$ cat config.mk
export PLATFORM = sky130hd
export DESIGN_NAME = dff_pattern_seq
export DESIGN_NICKNAME = d
export VERILOG_FILES = /design/src/rtl/dff_pattern_seq_pkg.sv /design/src/rtl/dff_pattern_seq_step_timer.sv /design/src/rtl/dff_pattern_seq.sv
export SDC_FILE = /design/constraint.sdc
export NUM_CORES = 1
export LEC_CHECK = 0
export ABC_AREA = 1
export CORE_MARGIN = 4
export CORE_UTILIZATION = 49
export CTS_CLUSTER_SIZE = 10
export DETAILED_ROUTE_END_ITERATION = 16
export GPL_TIMING_DRIVEN = 0
export HOLD_SLACK_MARGIN = 0.1
export MAX_ROUTING_LAYER = met4
export PLACE_DENSITY_LB_ADDON = 0.25
export SLEW_MARGIN = 25
export SYNTH_ARGS = -nofsm -noshare
export SYNTH_HDL_FRONTEND = slang
export SYNTH_SLANG_ARGS = --single-unit
$ cat constraint.sdc
create_clock -name clk -period 2.3 [get_ports clk]
set_input_delay 0.575 -clock clk [delete_from_list [all_inputs] [get_ports clk]]
set_output_delay 0.575 -clock clk [all_outputs]
set_load 0.005 [all_outputs]
$ cat src/rtl/dff_pattern_seq_pkg.sv
// Shared definitions for the pattern sequencer: FSM states, pattern length
// and the fixed stimulus pattern lookup.
package dff_pattern_seq_pkg;

  typedef enum logic [1:0] {
    ST_IDLE  = 2'd0,
    ST_RUN   = 2'd1,
    ST_PAUSE = 2'd2,
    ST_DONE  = 2'd3
  } state_t;

  localparam int PAT_LEN = 8;

  localparam logic [2:0] LAST_IDX = 3'(PAT_LEN - 1);

  // Fixed stimulus sequence presented to the register under test.
  function automatic logic [3:0] pattern_at(input logic [2:0] i);
    logic [3:0] v;
    v = 4'h0;
    case (i)
      3'd0: v = 4'h1;
      3'd1: v = 4'h3;
      3'd2: v = 4'hC;
      3'd3: v = 4'h9;
      3'd4: v = 4'h0;
      3'd5: v = 4'hF;
      3'd6: v = 4'hA;
      3'd7: v = 4'h5;
      default: v = 4'h0;
    endcase
    return v;
  endfunction

endpackage

$ cat src/rtl/dff_pattern_seq_step_timer.sv
// Step timer: counts the clock cycles an entry has been held and flags the
// terminal count. at_last reports the terminal value regardless of enable so
// the sequencer can keep the counter parked there while paused.
module step_timer #(
  parameter int STEP_CYCLES = 4,
  parameter int CNT_W       = 2
) (
  input  logic clk,
  input  logic rst,
  input  logic en,
  input  logic clr,
  output logic tc,
  output logic at_last
);

  localparam logic [CNT_W-1:0] LAST = CNT_W'(STEP_CYCLES - 1);

  logic [CNT_W-1:0] cnt;

  assign at_last = (cnt == LAST);
  assign tc      = at_last && en;

  // Count held cycles; clear wins over enable so a terminal count restarts at 0.
  // NOTE: sequential state uses non-blocking assignments so every flop samples
  // pre-edge values regardless of process ordering.
  always_ff @(posedge clk or posedge rst) begin
    if (rst) begin
      cnt <= '0;
    end else if (clr) begin
      cnt <= '0;
    end else if (en) begin
      cnt <= cnt + 1'b1;
    end
  end

endmodule

$ cat src/rtl/dff_pattern_seq.sv
// Stimulus sequencer for the counter lab: steps through an 8-entry 4-bit
// pattern, holding each entry for STEP_CYCLES clocks, with start/stop,
// pause and loop control. All outputs are registered.
module dff_pattern_seq
  import dff_pattern_seq_pkg::*;
#(
  parameter int STEP_CYCLES = 4,
  parameter int CNT_W       = 2
) (
  input  logic       clk,
  input  logic       rst,
  input  logic       start,
  input  logic       stop,
  input  logic       hold,
  input  logic       loop,
  output logic [3:0] d_out,
  output logic       d_valid,
  output logic [2:0] idx,
  output logic       busy,
  output logic       done
);

  state_t     state_q, state_d;
  logic [2:0] idx_d;
  logic [3:0] d_out_d;
  logic       busy_d, done_d;

  logic       launch;
  logic       tmr_en, tmr_clr, tc, at_last;

  // A run begins only from IDLE; start is ignored while busy or in DONE.
  assign launch = (state_q == ST_IDLE) && start && !stop;

  // Counting happens in RUN only. stop outranks the terminal count, and a hold
  // arriving at the terminal value parks the counter there so the advance
  // happens on the first RUN cycle after release.
  assign tmr_en  = (state_q == ST_RUN) && !stop && !(hold && at_last);
  assign tmr_clr = launch || tc;

  step_timer #(
    .STEP_CYCLES(STEP_CYCLES),
    .CNT_W      (CNT_W)
  ) u_step_timer (
    .clk    (clk),
    .rst    (rst),
    .en     (tmr_en),
    .clr    (tmr_clr),
    .tc     (tc),
    .at_last(at_last)
  );

  // State and output registers.
  always_ff @(posedge clk or posedge rst) begin
    if (rst) begin
      state_q <= ST_IDLE;
      idx     <= 3'd0;
      d_out   <= 4'h0;
      busy    <= 1'b0;
      d_valid <= 1'b0;
      done    <= 1'b0;
    end else begin
      state_q <= state_d;
      idx     <= idx_d;
      d_out   <= d_out_d;
      busy    <= busy_d;
      d_valid <= busy_d;
      done    <= done_d;
    end
  end

  // Next-state logic with priority stop > hold > terminal count > start.
  // NOTE: every combinational output gets a default first so no path leaves it
  // unassigned, which would otherwise infer a latch.
  always_comb begin
    state_d = state_q;
    case (state_q)
      ST_IDLE: begin
        if (start && !stop) state_d = ST_RUN;
      end
      ST_RUN: begin
        if (stop)                                   state_d = ST_IDLE;
        else if (hold)                              state_d = ST_PAUSE;
        else if (tc && (idx == LAST_IDX) && !loop)  state_d = ST_DONE;
      end
      ST_PAUSE: begin
        if (stop)       state_d = ST_IDLE;
        else if (!hold) state_d = ST_RUN;
      end
      ST_DONE: begin
        state_d = ST_IDLE;
      end
      default: state_d = ST_IDLE;
    endcase
  end

  // Index/pattern update and status decode; values hold outside RUN.
  always_comb begin
    idx_d   = idx;
    d_out_d = d_out;
    if (launch) begin
      idx_d   = 3'd0;
      d_out_d = pattern_at(3'd0);
    end else if (tc) begin
      if (idx != LAST_IDX) begin
        idx_d   = idx + 3'd1;
        d_out_d = pattern_at(idx + 3'd1);
      end else if (loop) begin
        idx_d   = 3'd0;
        d_out_d = pattern_at(3'd0);
      end
    end
    busy_d = (state_d == ST_RUN) || (state_d == ST_PAUSE);
    done_d = (state_d == ST_DONE);
  end

endmodule

### After elaboration in Yosys (flattened, before gate mapping)

Memory sizes are Yosys's and may differ from the RTL's.
Index checks and enable logic that the tools add are counted.

| storage, ports and cells | value |
|---|---|
| register bits | 13 |
| bits in read-only memories | 32 |
| bits of input ports | 6 |
| output and inout port bits | 10 |
| word-level logic and storage cells | 54 |
| memories | 1 |

| cells by class | value |
|---|---|
| $add $sub $neg | 2 |
| eq/ne operators | 9 |
| multiplexer cells | 17 |
| reductions and logical operators | 19 |

Memories:

| name | words | bits a word | rd ports | clocked after Yosys merged registers in | wr ports | RTL line | text |
|---|---|---|---|---|---|---|---|
| (no name shown) | 8 | 4 | 1 | 0 | 0 | dff_pattern_seq_pkg.sv:20 | `case (i)` |

Operators by type and width:

| operator | number |
|---|---|
| $mux 2 | 8 |
| $mux 4 | 4 |
| $mux 3 | 4 |
| $eq 2x2->1 const B | 5 |
| $logic_and 1x1->1 | 9 |
| $pmux 2 s4 | 1 |
| $eq 2x1->1 const B | 2 |
| $reduce_bool 2->1 | 2 |
| $add 3x1->3 const B | 1 |
| $eq 3x3->1 const B | 1 |
| $logic_not 1->1 | 3 |
| $ne 3x3->1 const B | 1 |
| $reduce_bool 3->1 | 1 |
| $add 2x1->2 const B | 1 |
| $logic_not 2->1 | 1 |
| $logic_or 1x1->1 | 2 |
| $reduce_and 2->1 | 1 |

### Longest topological paths before layout

| depth | value |
|---|---|
| word-level depth | 13 |
| mapped depth | 8 |
| mapped depth without buffers | 8 |

### Cells and area by module

A second synthesis with hierarchy kept.

| unflattened totals | value |
|---|---|
| cell total of the unflattened synthesis | 99 |
| area, all modules | 773.2 um^2 |

By module, submodules not included:

| module | instances | cells each | area each (um^2) | seq. area each (um^2) |
|---|---|---|---|---|
| dff_pattern_seq | 1 | 84 | 664.4 | 275.3 |
| step_timer | 1 | 15 | 108.9 | 50.0 |

### Least setup slack after synthesis

No wires, ideal clock.

| timing | value |
|---|---|
| kind | register to register |
| start | register idx[0] |
| end | register busy |
| setup time | 126 ps |
| arrival time | 1568 ps |
| data required time | 2174 ps |
| path slack | 606 ps |
| stages on the path, launching flop included | 8 |
| path buffers | 0 |
| clock period less this slack | 1694 ps |
| path through | dfrtp_1 > ha_1 > ha_1 > nand2_1 > nor2_1 > o21ai_0 > o21ai_0 > ha_1 |

| on the way | value |
|---|---|
| longest elaborated chain between the ends | 9 |
| elaborated cells between the ends (all ways) | 10 |
| classes of those cells | eq/ne: 3; mux: 4; reduce/logical: 3 |

RTL lines:

| what | RTL line | text |
|---|---|---|
| start: declaration | dff_pattern_seq.sv:18 | `output logic [2:0] idx,` |
| start signal: assignment | dff_pattern_seq.sv:63 | `idx <= idx_d;` |
| $eq 3x3->1 (*) | dff_pattern_seq.sv:83 | `else if (tc && (idx == LAST_IDX) && !loop) state_d = ST_DONE;` |
| $logic_and 1x1->1 (*) (2 in a row) | dff_pattern_seq.sv:83 |  |
| $mux 2 (*) | dff_pattern_seq.sv:83 |  |
| $mux 2 (*) | dff_pattern_seq.sv:82 | `else if (hold) state_d = ST_PAUSE;` |
| $mux 2 (*) | dff_pattern_seq.sv:81 | `if (stop) state_d = ST_IDLE;` |
| $pmux 2 s4 (*) | dff_pattern_seq.sv:76 | `case (state_q)` |
| $eq 2x1->1 or $eq 2x2->1 (tied branches) | dff_pattern_seq.sv:112 | `busy_d = (state_d == ST_RUN) \|\| (state_d == ST_PAUSE);` |
| $logic_or 1x1->1 (*) | dff_pattern_seq.sv:112 |  |
| named net busy_d | dff_pattern_seq.sv:26 | `logic busy_d, done_d;` |
| end signal: assignment | dff_pattern_seq.sv:65 | `busy <= busy_d;` |
| end: declaration | dff_pattern_seq.sv:19 | `output logic busy,` |

Mark *: on every way through the listed nets, which the timed path passes. The rest lies on a longest branch.
A chain may end at the register's enable or synchronous reset.

### Worst setup path in the final report

Ends and elaborated chain as after synthesis.

==> impl_metrics.py <==
metrics = {
    "clocking": {
        "cts_buffer_depth": 2,
        "post_cts_resized": 0,
        "insertion_delay_ps": 280,
        "htree_levels": 1,
        "ctsHoldBuffers": 0,
        "cts_sinks": 13,
        "cts-root-buf": "clkbuf_4",
        "cts_setup_buffers": 0,
        "cts_tree": "built",
        "cts_buffers": 3,
        "clk_pin_slew_worst_paths_ps": 80,
    },
    "yosys": {
        "ys_seq_area_frac": 0.410,
        "synth_area_per_cell_um2": 8.62,
        "syn_nets": 105,
        "mappedNetlistArea_um2": 793,
        "synth.distinct_cells": 18,
        "synth_seq_cells": 13,
        "yosysWarnings": 0,
        "synthCells": 92,
    },
    "global_route": {
        "overflow": 0,
        "antenna_found_initial": 0,
        "grt_pass1_vias": 620,
        "grt_usage": 0.161,
        "grt_start_max_net_pins": 14,
        "grt_pass1_wl_um": 2480,
    },
    "layout": {
        "area_delta_synth_final_pct": 24.8,
        "final_common_cell": "nand3_1",
        "drive_above_1_share": 0.108,
        "stdcell_area_um2": 990,
        "final_nets": 125,
        "n_antenna_cell": 0,
        "final_cell_mix": "18 x nand3_1, 17 x nand2_1, 15 x clkdlybuf4s50_1",
    },
    "timing": {
        "worst_slew_pin_slew_ps": 503,
        "setup_tns_ps": 0,
        "setup_viol": 0,
        "hold_viol_final": 0,
        "grt_setup_unrepaired": "no",
        "slew_viol_final": 0,
        "fmax_ghz": 0.532,
        "period_needed_ps": 1880,
        "skew_ps": 2.59,
        "fin_crit_sh": 0.818,
        "max-slew-margin-rel": 0.664,
    },
    "drt": {
        "vias": 655,
        "via_per_inst": 5.16,
        "dr.pass1.iters": 4,
        "antenna_left": 0,
        "drc_errors": 0,
        "first_iter_violations": 11,
        "wirelength_um": 1490,
        "wl_per_cell_um": 11.7,
    },
    "worst_setup_path": {
        "crit_type": "flop to flop",
        "worst_path_most_repeated_cell": "ha_1",
        "cp_data_arrival_time_ps": 2040,
        "path_cells": "ha_1, ha_1, nand2_1, nor2_1, o21ai_0, o21ai_0, ha_1",
        "cp_slowest_cell": "dfrtp_1",
        "cp-start-kind": "flop",
        "end_kind": "flop",
        "critical-path-max-stage-delay_ps": 450,
        "required_ps": 2460,
        "critical_path_peak_fanout": 7,
        "rr_worst_depth": 7,
    },
    "power_and_ir_drop": {
        "p_sw_frac": 0.277,
        "switchingPower_uw": 143,
        "intPower_uw": 374,
        "pwr-share-comb": 0.214,
        "ir_worst_vdd_mv": 0.433,
        "leakagePower_nw": 0.532,
        "clkPwrFrac": 0.272,
        "power_density_nw_per_um2": 522,
        "pwr-share-seq": 0.514,
    },
    "hold_path": {
        "hold_path_class": "flop to flop",
        "hold_path_depth": 2,
    },
    "floorplan": {
        "die_w_um": 48.2,
        "boundaryPins": 16,
        "num_rows": 14,
        "die_h_um": 48.2,
        "die-area_um2": 2330,
        "start_util": 0.521,
        "core_area_um2": 1520,
    },
    "outcome": {
        "status": "completed",
    },
    "job": {
        "drv_cap": 0,
    },
    "place": {
        "place_area_um2": 963,
        "hpwl_um": 1110,
        "finalWeightedCongestion": 0.776,
        "portBuffers": 15,
    },
}
-- flip-flops by register name, summed over array words and instances, names as in the netlist --
signal,cells
d_out,4
done,1
busy,1
idx,3
u_step_timer.cnt,2
state_q,2
-- cell usage after synthesis, drive strengths merged --
master / count / area [um2]
buf: 2 / 18.8
dfrtp: 13 / 325
nand3b: 2 / 15.0
nand3: 18 / 90.1
nand2: 21 / 104
inv: 12 / 45.0
ha: 7 / 87.6
nor2: 8 / 53.8
o211ai: 1 / 7.51
o21a: 1 / 7.51
o21ai: 4 / 20.0
a21oi: 3 / 18.8
-- worst max-delay path, delay by kind of cell (launching register included) --
| family | cells | cell delay (ps) |
|---|---|---|
| compound gates | 2 | 340 |
| fa+ha+maj | 3 | 750 |
| flops | 1 | 450 |
| simple gates | 2 | 220 |
-- logic make-up after synthesis --
family,share of synthesized area
and+or+nand+nor,0.331
buffers and inverters,0.0804
DFF,0.410
AOI/OAI and AO/OA,0.0678
adders and majority gates,0.110
-- routing by layer --
metal / vias to the layer above / global-route usage / part of all wire
met4: 0 / 0.108 / 0.022
met5: - / - / 0
met1: 298 / 0.213 / 0.49
met3: 3 / 0.0369 / 0.046
met2: 18 / 0.214 / 0.44
li1: 336 / - / -
-- worst paths after layout --
check | startpoint | to | slack [ps]
setup / recovery | idx[0] | busy | 420
hold / removal | d_out[3] | d_out[3] | 510
setup reg to reg | idx[0] | busy | 420
hold reg to reg | d_out[3] | d_out[3] | 510
max in group asynchronous | rst | d_out[0] | 1350
min in group asynchronous | rst | u_step_timer.cnt[1] | 620
-- area by class of cell --
class	instances	area, um2
plain buffers	2	18.8
repair buffers	15	150
multi-input cells	65	404
well taps	16	20.0
fillers	133	534
flip-flops and latches	13	325
inverters	12	45.0
clock buffers	4	26.3
-- through the flow --
step,cells,utilization,total power [mW],setup WS (ps),hold slack [ps]
after global placement,123,0.632,0.377,299,485
after floorplan,92,-,0.335,606,452
after CTS,127,0.649,0.527,417,513
after global routing,127,0.649,0.560,270,546
after detailed placement,123,0.632,0.383,272,488
final,127,0.649,0.517,419,514
-- power groups by stage --
stage | clock (mW) | sequential (mW) | combinational [mW]
2_1_floorplan | 0 | 0.269 | 0.0661
3_3_place_gp | 0 | 0.269 | 0.108
3_5_place_dp | 0 | 0.270 | 0.112
4_1_cts | 0.149 | 0.266 | 0.113
5_1_grt | 0.165 | 0.270 | 0.125
6_report | 0.141 | 0.266 | 0.110
(Power assumes the default switching activity.)
